$ cat config.mk
export PLATFORM = sky130hd
export DESIGN_NAME = wptr_full_ctrl
export DESIGN_NICKNAME = d
export VERILOG_FILES = /design/src/rtl/fifo_pkg.sv /design/src/rtl/wptr_full_ctrl.sv
export SDC_FILE = /design/constraint.sdc
export NUM_CORES = 1
export LEC_CHECK = 0
export CORE_ASPECT_RATIO = 0.8
export CORE_MARGIN = 5
export CORE_UTILIZATION = 35
export CTS_BUF_LIST = sky130_fd_sc_hd__clkbuf_8
export DETAILED_ROUTE_END_ITERATION = 16
export PLACE_DENSITY_LB_ADDON = 0.12
export RECOVER_POWER = 25
export SKIP_CTS_REPAIR_TIMING = 1
export SYNTH_ARGS = -nofsm -noshare
export SYNTH_HDL_FRONTEND = slang
export SYNTH_SLANG_ARGS = --single-unit
$ cat constraint.sdc
create_clock -name clk -period 3.29 [get_ports clk]
set_input_delay 0.658 -clock clk [delete_from_list [all_inputs] [get_ports clk]]
set_output_delay 0.658 -clock clk [all_outputs]
set_load 0.02 [all_outputs]
$ cat src/rtl/fifo_pkg.sv
`default_nettype none
// ============================================================================
// Module      : fifo_pkg
// Description : Shared async-FIFO pointer helpers (Gray/binary conversion).
// Revision    : 1.0 - initial release
// ============================================================================
package fifo_pkg;

    localparam int unsigned MAX_W          = 32;
    localparam int unsigned DEF_ADDR_WIDTH = 5;
    localparam int unsigned PTR_W          = DEF_ADDR_WIDTH + 1;

    function automatic logic [MAX_W-1:0] width_mask(input int unsigned w);
        logic [MAX_W-1:0] m;
        if (w >= MAX_W) m = '1;
        else            m = (MAX_W'(1) << w) - MAX_W'(1);
        return m;
    endfunction

    function automatic logic [MAX_W-1:0] bin2gray(input logic [MAX_W-1:0] b,
                                                  input int unsigned      w);
        logic [MAX_W-1:0] bm;
        bm = b & width_mask(w);
        return bm ^ (bm >> 1);
    endfunction

    // Bits above w are masked to zero, so the full-width prefix XOR is exact.
    function automatic logic [MAX_W-1:0] gray2bin(input logic [MAX_W-1:0] g,
                                                  input int unsigned      w);
        logic [MAX_W-1:0] r;
        r = g & width_mask(w);
        for (int i = MAX_W - 2; i >= 0; i--) begin
            r[i] = r[i+1] ^ r[i];
        end
        return r;
    endfunction

endpackage
`default_nettype wire

$ cat src/rtl/wptr_full_ctrl.sv
`default_nettype none
// ============================================================================
// Module      : wptr_full_ctrl
// Description : Async FIFO write-domain pointer, full/almost-full/level logic.
// Revision    : 1.0 - initial release
// ============================================================================
module wptr_full_ctrl
    import fifo_pkg::*;
#(
    parameter int unsigned ADDR_WIDTH   = 5,
    parameter int unsigned AFULL_THRESH = 28
) (
    input  logic                  clk,
    input  logic                  rst_n,
    input  logic                  wr_en,
    input  logic [ADDR_WIDTH:0]   wq2_rptr,
    input  logic                  ovf_clr,
    output logic                  wr_accept,
    output logic [ADDR_WIDTH-1:0] waddr,
    output logic [ADDR_WIDTH:0]   wptr,
    output logic                  wfull,
    output logic                  walmost_full,
    output logic [ADDR_WIDTH:0]   wlevel,
    output logic                  woverflow
);

    localparam int unsigned           c_PTR_W = ADDR_WIDTH + 1;
    localparam logic [c_PTR_W-1:0]    c_AFULL = c_PTR_W'(AFULL_THRESH);

    logic [c_PTR_W-1:0] r_wbin;
    logic [c_PTR_W-1:0] r_wptr;
    logic               r_wfull;
    logic               r_walmost_full;
    logic [c_PTR_W-1:0] r_wlevel;
    logic               r_woverflow;

    logic               w_wr_accept;
    logic [c_PTR_W-1:0] w_wbin_next;
    logic [c_PTR_W-1:0] w_wgray_next;
    logic [c_PTR_W-1:0] w_rbin_s;
    logic [c_PTR_W-1:0] w_level_next;
    logic [c_PTR_W-1:0] w_full_cmp;
    logic               w_full_next;

    assign w_wr_accept  = wr_en & ~r_wfull;
    assign w_wbin_next  = r_wbin + c_PTR_W'(w_wr_accept);
    assign w_wgray_next = c_PTR_W'(bin2gray(MAX_W'(w_wbin_next), c_PTR_W));
    assign w_rbin_s     = c_PTR_W'(gray2bin(MAX_W'(wq2_rptr), c_PTR_W));
    assign w_level_next = w_wbin_next - w_rbin_s;

    // Full when the write pointer is one lap ahead: top two Gray bits inverted.
    assign w_full_cmp  = {~wq2_rptr[ADDR_WIDTH:ADDR_WIDTH-1], wq2_rptr[ADDR_WIDTH-2:0]};
    assign w_full_next = (w_wgray_next == w_full_cmp);

    always_ff @(posedge clk or negedge rst_n) begin
        if (!rst_n) begin
            r_wbin         <= '0;
            r_wptr         <= '0;
            r_wfull        <= 1'b0;
            r_walmost_full <= 1'b0;
            r_wlevel       <= '0;
            r_woverflow    <= 1'b0;
        end else begin
            r_wbin         <= w_wbin_next;
            r_wptr         <= w_wgray_next;
            r_wfull        <= w_full_next;
            r_walmost_full <= (w_level_next >= c_AFULL);
            r_wlevel       <= w_level_next;
            if (wr_en && r_wfull)
                r_woverflow <= 1'b1;
            else if (ovf_clr)
                r_woverflow <= 1'b0;
        end
    end

    assign wr_accept    = w_wr_accept;
    assign waddr        = r_wbin[ADDR_WIDTH-1:0];
    assign wptr         = r_wptr;
    assign wfull        = r_wfull;
    assign walmost_full = r_walmost_full;
    assign wlevel       = r_wlevel;
    assign woverflow    = r_woverflow;

endmodule
`default_nettype wire
======== After elaboration in Yosys (flattened, before gate mapping) ========
Cells that the tools add are included.
storage, ports and cells
  word-level logic and storage cells ...... 23
  flip-flop bits (word level) ............. 21
  input bits .............................. 10
operators by class
  add/sub/neg operators ................... 2
  reductions and logical operators ........ 2
  equal/unequal tests ..................... 1
  muxes and demuxes ....................... 2
  bitwise logic cells ..................... 9
  order comparisons ....................... 1
operators with widths
  operator              count
  $add A6 B1 Y6         1
  $eq A6 B6 Y1          1
  $ge A6 B5 Y1 const B  1
  $sub A6 B6 Y6         1
  $xor A6 B5 Y6         1
  $xor A1 B1 Y1         5
  $mux W1               2
  $not A2 Y2            1
  $reduce_bool A2 Y1    1
  $and A1 B1 Y1         1
  $logic_and A1 B1 Y1   1
  $not A1 Y1            1

======== Longest topological paths before layout ========
Gate-level depths: netlist (run 1).
  depth in word-level cells ............... 7
  mapped depth ............................ 12
  depth with buffers taken out ............ 12

======== Least setup slack after synthesis (run 1) ========
Ideal clock, no wire load.
  path kind ............................... in2reg
  from .................................... input port wr_en
  to ...................................... register r_walmost_full (netlist: walmost_full)
  data required time ...................... 3166 ps
  setup slack ............................. 81 ps
  stages .................................. 11
  data arrival time ....................... 3085 ps
  cells stage by stage .................... nor2b_1 ha_1 ha_1 xor2_2 ha_1 clkbuf_2 nor2b_1 o21ai_0 nor2b_1 o2bb2ai_1 a211o_1
on the way
  longest elaborated chain between the ends .. 4
ends and longest elaborated chain
  item                      RTL line              source
  from (decl)               wptr_full_ctrl.sv:15  input logic wr_en,
  $and A1 B1 Y1             wptr_full_ctrl.sv:45  assign w_wr_accept = wr_en & ~r_wfull;
  $add A6 B1 Y6             wptr_full_ctrl.sv:46  assign w_wbin_next = r_wbin + c_PTR_W'(w_wr_accept);
  named net w_wbin_next[2]  wptr_full_ctrl.sv:38  logic [c_PTR_W-1:0] w_wbin_next;
  $sub A6 B6 Y6             wptr_full_ctrl.sv:49  assign w_level_next = w_wbin_next - w_rbin_s;
  $ge A6 B5 Y1              wptr_full_ctrl.sv:67  r_walmost_full <= (w_level_next >= c_AFULL);
  to (signal assigned)      wptr_full_ctrl.sv:67
  to (decl)                 wptr_full_ctrl.sv:33  logic r_walmost_full;
The timed path passes the listed nets, and every way through them passes these cells.
A chain may end at the register's enable or synchronous reset.

======== Final worst setup path (run 1) ========
Ends and elaborated chain as after synthesis.

==> metrics, run 1 <==
outcome finished clean; Hold Path Class flop to flop; Clock Sinks 20; post-detail-place hpwl approximately 2.2 mm; dpl ws -0.509 ns; DR vias/cell approximately 4.7; Synth Register Bits 20; prevailing post-synth register cell dfrtp_1; Synth Instances 110; most frequent cells in the layout clkdlybuf4s50_1, buf_4, dfrtp_1; total gr overflow 0; post-synth net total about 130; WP data arrival ~3.3 ns; critical path depth 12; Via Count ~970; number of buffers and inverters on the critical path 1; worst skew pair latency between 0.2 and 0.3 ns; cts bufs inserted 3; final WL 2.76 mm; Synth Area in Simple Gates between 10% and 20%; Final period util a little over nine tenths; setup violators final 0; Synth Area in Compound Gates between 10% and 20%; Final Net Count 182; worst-case reg-to-reg path depth 11; Die Wd 76.5 um; Critical Path Most Common Cell ha_1; Max Slew Vio Count 0; clk slew on worst S/H paths approximately 0.08 ns; RSZ-0062 raised after global routing false; R2R Setup Slk between 0.5 and 0.6 ns; Worst Path Required around 3.4 ns; initial DRC count 30; Post-synth ARST share 100%; Top-Level Pins 31; mux contribution to synthesized area less than 1%; Placement Cell Area around 0.0017 sq mm; Mapped Area about 0.0012 sq mm; CP startpoint wr_en; core area 0.00342 sq mm; Worst Clk Skew between 0.007 and 0.008 ns; Slew HR roughly a third; clock buffer depth 2; Initial Util 36.2%; reg2reg start wfull; register area share after synthesis 40.4%; leakage power between 0.8 and 0.9 nW; Die Span Y ~63 um; Crit Path Category input port to flop; CTS tree done; crit end category flop; Avg Cell Area, Syn roughly 11 sq um; GRT Overall Usage 12.1%; Pwr per Cell Area 1240 mW/mm^2; H-tree depth 1; vias in the first global route about 1100; first-pass GRT wire length about 4.8 mm; worst-margin pin slew approximately 0.97 ns; worst setup path endpoint walmost_full; Root Buffer clkbuf_8; Final WS setup 0.112 ns; CP Cell Sequence clkdlybuf4s50_1 -> nor2b_1 -> ha_1 -> and2_1 -> nand2_1 -> xnor2_1 -> ha_1 -> nor4b_2 -> a31oi_1 -> and3_1 -> o2bb2ai_1 -> a211o_1; largest net degree at the start of global routing 21; max-cap viol count 0; Area Growth Syn to Fin 47.6%; min Tclk post-route around 3.2 ns; Crit path max-delay family simple AND/OR/NAND/NOR gates; Slowest cell on crit path clkdlybuf4s50_1; startpoint types input port; Die Area around 0.0048 sq mm; most common cell after layout, fill and taps aside clkdlybuf4s50_1; synth unique cells 39; buffers added on ports 30; layout cells sized above 1 a little over a fifth; largest family of logic cells by synthesized area XOR/XNOR gates; initial antenna violation count 0; ANT nets after route 0; Antenna Diode Count 0; worst reg2reg endpoint walmost_full; Yosys Warn Count 0; GPL Wtd Cong approximately 0.74; Adder-Cell Fraction of Synth Area a little under 9%; Core Util, Final about 53%; # rows 19; largest stage delay on the critical path between 0.4 and 0.5 ns; VDD IR-drop max between 0.5 and 0.6 mV; detailed-route DRC error count 0; DR pass1 iterations 4; Peak Freq 0.315 GHz; Post-Synth XOR/XNOR Area between 20% and 30%; largest fanout on the critical path 5; WL/cell approximately 13 um; number of flops mapped to enable cells by yosys 0; final hold viol count 0; design area between 0.0015 and 0.002 sq mm
synth_stat cells, types with 3 or more instances:
cell type | n | area (sq um)
dfrtp_1 | 20 | 500
xnor2_1 | 14 | 123
inv_1 | 11 | 41.3
ha_1 | 7 | 87.6
xor2_1 | 6 | 52.6
a21oi_1 | 4 | 20.0
nor2b_1 | 4 | 25.0
xor2_2 | 4 | 65.1
nand2_1 | 3 | 11.3
o21ai_0 | 3 | 15.0
per-stage QoR:
step                std cells  hold WS (ns)  power [mW]  TNS (ns)
floorplan                 110         0.362        1.40         0
global placement          199         0.499        1.96    -0.686
detailed placement        199         0.515        2.00    -0.915
CTS                       203         0.530        2.26    -0.340
global route              205         0.571        2.45         0
finish                    205         0.530        2.26         0
sequential cells by signal (all words and copies together) (netlist names):
signal        count
walmost_full      1
wfull             1
woverflow         1
wlevel            6
wptr              5
r_wbin            6
report_power, final:
part / total, mW / internal, mW / switching [mW]
clock network: 0.246 / 0.162 / 0.0834
registers: 0.471 / 0.381 / 0.0909
logic: 1.54 / 0.794 / 0.748
total: 2.26 / 1.34 / 0.923
worst min-delay path by stage:
stage,startpoint,end,slack [ns],cells after the start
after floorplan,rst_n,r_wbin[0],0.36,0
after global placement,wfull,woverflow,0.50,2
after detailed placement,woverflow,woverflow,0.51,2
after CTS,woverflow,woverflow,0.53,2
after global routing,woverflow,woverflow,0.57,2
final,woverflow,woverflow,0.53,2
worst reg2reg max path, stage by stage (launching register included):
cell and delay, ns:
dfrtp_1 0.40, nor2b_1 0.20, ha_1 0.25, and2_1 0.16, nand2_1 0.07, xnor2_1 0.26, ha_1 0.34, nor4b_2 0.19
a31oi_1 0.13, and3_1 0.21, o2bb2ai_1 0.09, a211o_1 0.29
layer usage:
metal	vias up	part of all wire (%)	GRT usage (%)
met2	28	48	20.2
li1	473	-	-
met1	461	44	14.8
met5	-	0	0
met4	0	2.1	4.59
met3	6	5.3	3.42
logic make-up (layout without fill, tap and decap cells):
group                      after synthesis  in the layout
buffers and inverters                   14             67
muxes                                    1              1
and+or+nand+nor                         21             21
xor gates and xnor gates                27             27
adders and majority gates                8              8
DFF                                     20             20
AOI/OAI and AO/OA                       19             19
area by class of cell:
| type | instances | area [sq um] |
|---|---|---|
| fill | 321 | 1600 |
| multi-input combinational | 76 | 693 |
| sequential | 20 | 500 |
| timing repair buffer | 52 | 469 |
| tap | 42 | 52.6 |
| clock buffer | 3 | 41.3 |
| inverter | 11 | 41.3 |
| clock inverter | 1 | 30.0 |
(Power assumes the default switching activity.)
==> inputs of run 2 (changes only) <==
--- a/config.mk
+++ b/config.mk
@@ -5,6 +5,7 @@
 export SDC_FILE = /design/constraint.sdc
 export NUM_CORES = 1
 export LEC_CHECK = 0
+export ABC_CLOCK_PERIOD_IN_PS = 3290
 export CORE_ASPECT_RATIO = 0.8
 export CORE_MARGIN = 5
 export CORE_UTILIZATION = 35
==> results of run 2 <==
No change in the layout: final DEF, timing and power equal those of run 1.
==> inputs of run 3 (changes only) <==
--- a/config.mk
+++ b/config.mk
@@ -7,7 +7,7 @@
 export LEC_CHECK = 0
 export ABC_CLOCK_PERIOD_IN_PS = 3290
 export CORE_ASPECT_RATIO = 0.8
-export CORE_MARGIN = 5
+export CORE_MARGIN = 2
 export CORE_UTILIZATION = 35
 export CTS_BUF_LIST = sky130_fd_sc_hd__clkbuf_8
 export DETAILED_ROUTE_END_ITERATION = 16
==> metrics, run 3 (synthesis gave the netlist of run 1 again) <==
dpl ws -0.554 ns; Die Wd approximately 71 um; H-tree depth 1; Most Crowded Layer GR met2; clock buffer depth 2; largest fanout on the critical path 2; startpoint types input port; Worst Clk Skew approximately 0.0034 ns; Final WS setup approximately 0.17 ns; Final Net Count 179; most frequent cells in the layout clkdlybuf4s50_1, dfrtp_1, buf_4; largest stage delay on the critical path around 0.35 ns; Root Buffer clkbuf_8; Area Growth Syn to Fin 46.9%; DR pass1 iterations 3; Initial Util 36.4%; Die Area approximately 0.0040 sq mm; Hold Path Class flop to flop; setup violators final 0; routing usage on met1 about a fifth; Core Util, Final a little over half; area occupied by multi-input gates 719 sq um; total gr overflow 0; Slowest cell on crit path fa_2; Pwr per Cell Area 1220 mW/mm^2; setup TNS 0 ns; core area between 0.003 and 0.004 sq mm; most common cell after layout, fill and taps aside clkdlybuf4s50_1; cts bufs inserted 3; layout cells sized above 1 a little under a quarter; fillcell total 321; number of buffers and inverters on the critical path 1; Crit path max-delay family XOR/XNOR gates; final hold viol count 0; DR vias/cell 4.62; WP data arrival between 3 and 4 ns; buffers added on ports 30; Critical Path Most Common Cell xor2_2; Final period util between 90% and 100%; max-cap viol count 0; Peak Freq between 0.3 and 0.4 GHz; worst skew pair latency 0.26 ns; initial antenna violation count 0; Antenna Diode Count 0; detailed-route DRC error count 0; Crit Path Category input port to flop; GPL Wtd Cong ~0.77; Die Span Y about 57 um; vias in the first global route 949; crit end category flop; Top-Level Pins 31; Clock Sinks 20; GR Util met3 3.53%; final WL between 2 and 3 mm; FF+latch area roughly 500 sq um; CP Cell Sequence dlymetal6s2s_1 -> xnor2_2 -> xor2_2 -> xor2_2 -> xor2_2 -> xnor2_1 -> ha_2 -> fa_2 -> xnor2_1 -> a31oi_1 -> and3_1 -> o2bb2ai_1 -> a211o_1; clk slew on worst S/H paths ~0.08 ns; post-detail-place hpwl approximately 2.0 mm; WL/cell between 10 and 15 um; largest net degree at the start of global routing 21; leakage power between 0.8 and 0.9 nW; Slew HR between 40% and 50%; worst-margin pin slew ~0.89 ns; GRT Overall Usage approximately 14%; initial DRC count 38; CTS tree done; Max Slew Vio Count 0; met2 Track Usage GR ~22%; Via Count approximately 930; ANT nets after route 0; Worst Path Required roughly 3.4 ns; first-pass GRT wire length ~4.4 mm; RSZ-0062 raised after global routing false; outcome finished clean; VDD IR-drop max ~0.6 mV; min Tclk post-route approximately 3.1 ns; # rows 19
run 3: changes by cell type in the layout (fill, tap and decap cells not counted):
cell / before / now
buf_4: 21 / 19
bufinv_16: 1 / 0
clkbuf_1: 1 / 0
clkbuf_8: 3 / 4
ha_1: 7 / 4
ha_2: 0 / 3
nor2b_1: 3 / 2
nor2b_2: 1 / 2
nor4b_2: 1 / 0
nor4b_4: 0 / 1
xnor2_1: 14 / 13
xnor2_2: 1 / 2
run 3: final cells by class:
class / instances / area share [%]
clock buffer: 4 / 3.03
tap: 42 / 2.89
sequential: 20 / 27.5
timing repair buffer: 49 / 24.8
inverter: 11 / 2.27
multi-input combinational: 76 / 39.5
run 3: path summary, 6_finish.rpt:
check	cells past startpoint	to	start	slack [ns]
setup / recovery	13	walmost_full	wq2_rptr[4]	0.17
hold / removal	2	woverflow	woverflow	0.52
setup reg to reg	11	walmost_full	wfull	0.68
hold reg to reg	2	woverflow	woverflow	0.52
max in group asynchronous	1	wptr[3]	rst_n	1.77
min in group asynchronous	1	wlevel[0]	rst_n	0.97
run 3: power breakdown:
part	internal, mW	leakage (nW)	switching, mW
sequential	0.380	0.240	0.0924
clock	0.106	0.0288	0.0822
combinational	0.810	0.575	0.742
run 3: tightest hold or removal path, stage by stage, from the launching register on:
cell	delay, ns
dfrtp_1	0.38
inv_1	0.05
o21ai_0	0.06
run 3: stage by stage:
step / hold WS [ns] / power [mW] / area (sq um) / std cells
finish: 0.519 / 2.21 / 1820 / 202
floorplan: 0.362 / 1.40 / 1240 / 110
global route: 0.601 / 2.41 / 1820 / 202
detailed placement: 0.499 / 1.97 / 1720 / 198
CTS: 0.516 / 2.17 / 1770 / 202
global placement: 0.498 / 1.94 / 1720 / 198
run 3: metal layers:
| metal | wire, um | up-vias |
|---|---|---|
| met5 | 0 | - |
| met4 | 51 | 0 |
| met3 | 89 | 4 |
| met2 | 1220 | 20 |
| met1 | 1200 | 436 |
| li1 | - | 473 |
==> edit (flow settings as in run 3) <==
`ADDR_WIDTH`: 5 -> 7.
--- a/src/rtl/wptr_full_ctrl.sv
+++ b/src/rtl/wptr_full_ctrl.sv
@@ -7,7 +7,7 @@
 module wptr_full_ctrl
     import fifo_pkg::*;
 #(
-    parameter int unsigned ADDR_WIDTH   = 5,
+    parameter int unsigned ADDR_WIDTH   = 7,
     parameter int unsigned AFULL_THRESH = 28
 ) (
     input  logic                  clk,
Interface: changed (resized waddr, wlevel, wptr and wq2_rptr); port bits go from 31 to 39. No check against the original RTL was run, so the function may have changed too.
==> edit against run 3 <==
  * First-iteration DRC count decreased by 29%
  * Routed wire length grew 35%
  * Worst setup slack worse by 70 ps
  * Synthesized cell count up 18%
  * Sequential cell count grew 6
  * Power grew 23%
  * Cell count grew 33%
  * Design area grew 34%
  * Area after synthesis rose by 19%
  * Critical path type unchanged
  * Highest routed layer unchanged
==> edit: results (changes against run 3) <==
- Result of the run: complete, no violations (unchanged).
- The slowest stage cell on the critical path was sky130_fd_sc_hd__or4_1 (was sky130_fd_sc_hd__fa_2).
- The number of port buffers is 38 (was 30).
- The sequential-to-total area share from yosys stat is 0.4396 (was 0.4040).
- The maximum single-stage delay on the critical path is 490 ps (was 350 ps).
- The data arrival time of the critical path came to 3330 ps (was 3270 ps).
- The final worst clock skew is 4.584 ps (was 3.403 ps).
- The share of the final layout cell area in multi-input gates came to 0.3836 (was 0.3955).
- The count of unique library cells instantiated by Yosys was 29 (was 39).
- The power drawn by the combinational cells was 1.95 mW (was 1.55 mW).
- The minimum setup slack among reg-to-reg paths was 540 ps (was 680 ps).
- The half-perimeter wire length of the detailed placement result came to 2647 um (was 2011 um).
- The global placer's final weighted congestion was 0.8011 (was 0.7704).
- The final non-filler cell total was 268 (was 202).
- The layout net count is 234 (was 179).
- The number of flip-flops and latches is 26 (was 20).
- The ratio of routed vias to standard cells is 4.328 (was 4.619).
- The net switching power figure is 1.086 mW (was 0.9170 mW).
- The worst slew margin relative to its limit was 0.04149 (was 0.4017).
- The timing-limited maximum frequency is 313.6 MHz (was 320.7 MHz).
- The timing startpoint of the critical path is wq2_rptr[3] (was wq2_rptr[4]).
- The average routed wire per standard cell was 12.92 um (was 12.65 um).
- The worst slack at placement was -647.3 ps (was -554.4 ps).
- The filler cell count in the final layout came to 356 (was 321).
- The total global routing track utilization is 0.1493 (was 0.1406).
- The relative area of non-clock buffer cells in the final design is 0.2765 (was 0.2476).
- The total leakage power is 1.101 nW (was 0.8430 nW).
edit: cell types whose count changed in the layout (fill, tap and decap cells not counted), sizes merged, moves of 3 or more:
cell / run 3 / this run
clkdlybuf4s50: 26 / 29
buf: 19 / 38
clkbuf: 4 / 7
nor2: 1 / 7
xnor2: 15 / 23
dfrtp: 20 / 26
nor3: 0 / 6
o21ai: 3 / 7
edit: cell families after synthesis:
group,count (synthesis),share of synthesized area
xor gates and xnor gates,35,0.2502
adders and majority gates,10,0.08960
AOI/OAI and AO/OA,16,0.06086
DFF,26,0.4396
buffers and inverters,13,0.03297
muxes,1,0.006763
and+or+nand+nor,29,0.1200
edit: routing by layer:
layer / GRT usage / share of wire / vias to the layer above
met5: 0 / 0 / -
met4: 0.02727 / 0.0052 / 0
met3: 0.03634 / 0.046 / 2
met2: 0.2489 / 0.48 / 27
met1: 0.1996 / 0.47 / 550
li1: - / - / 581
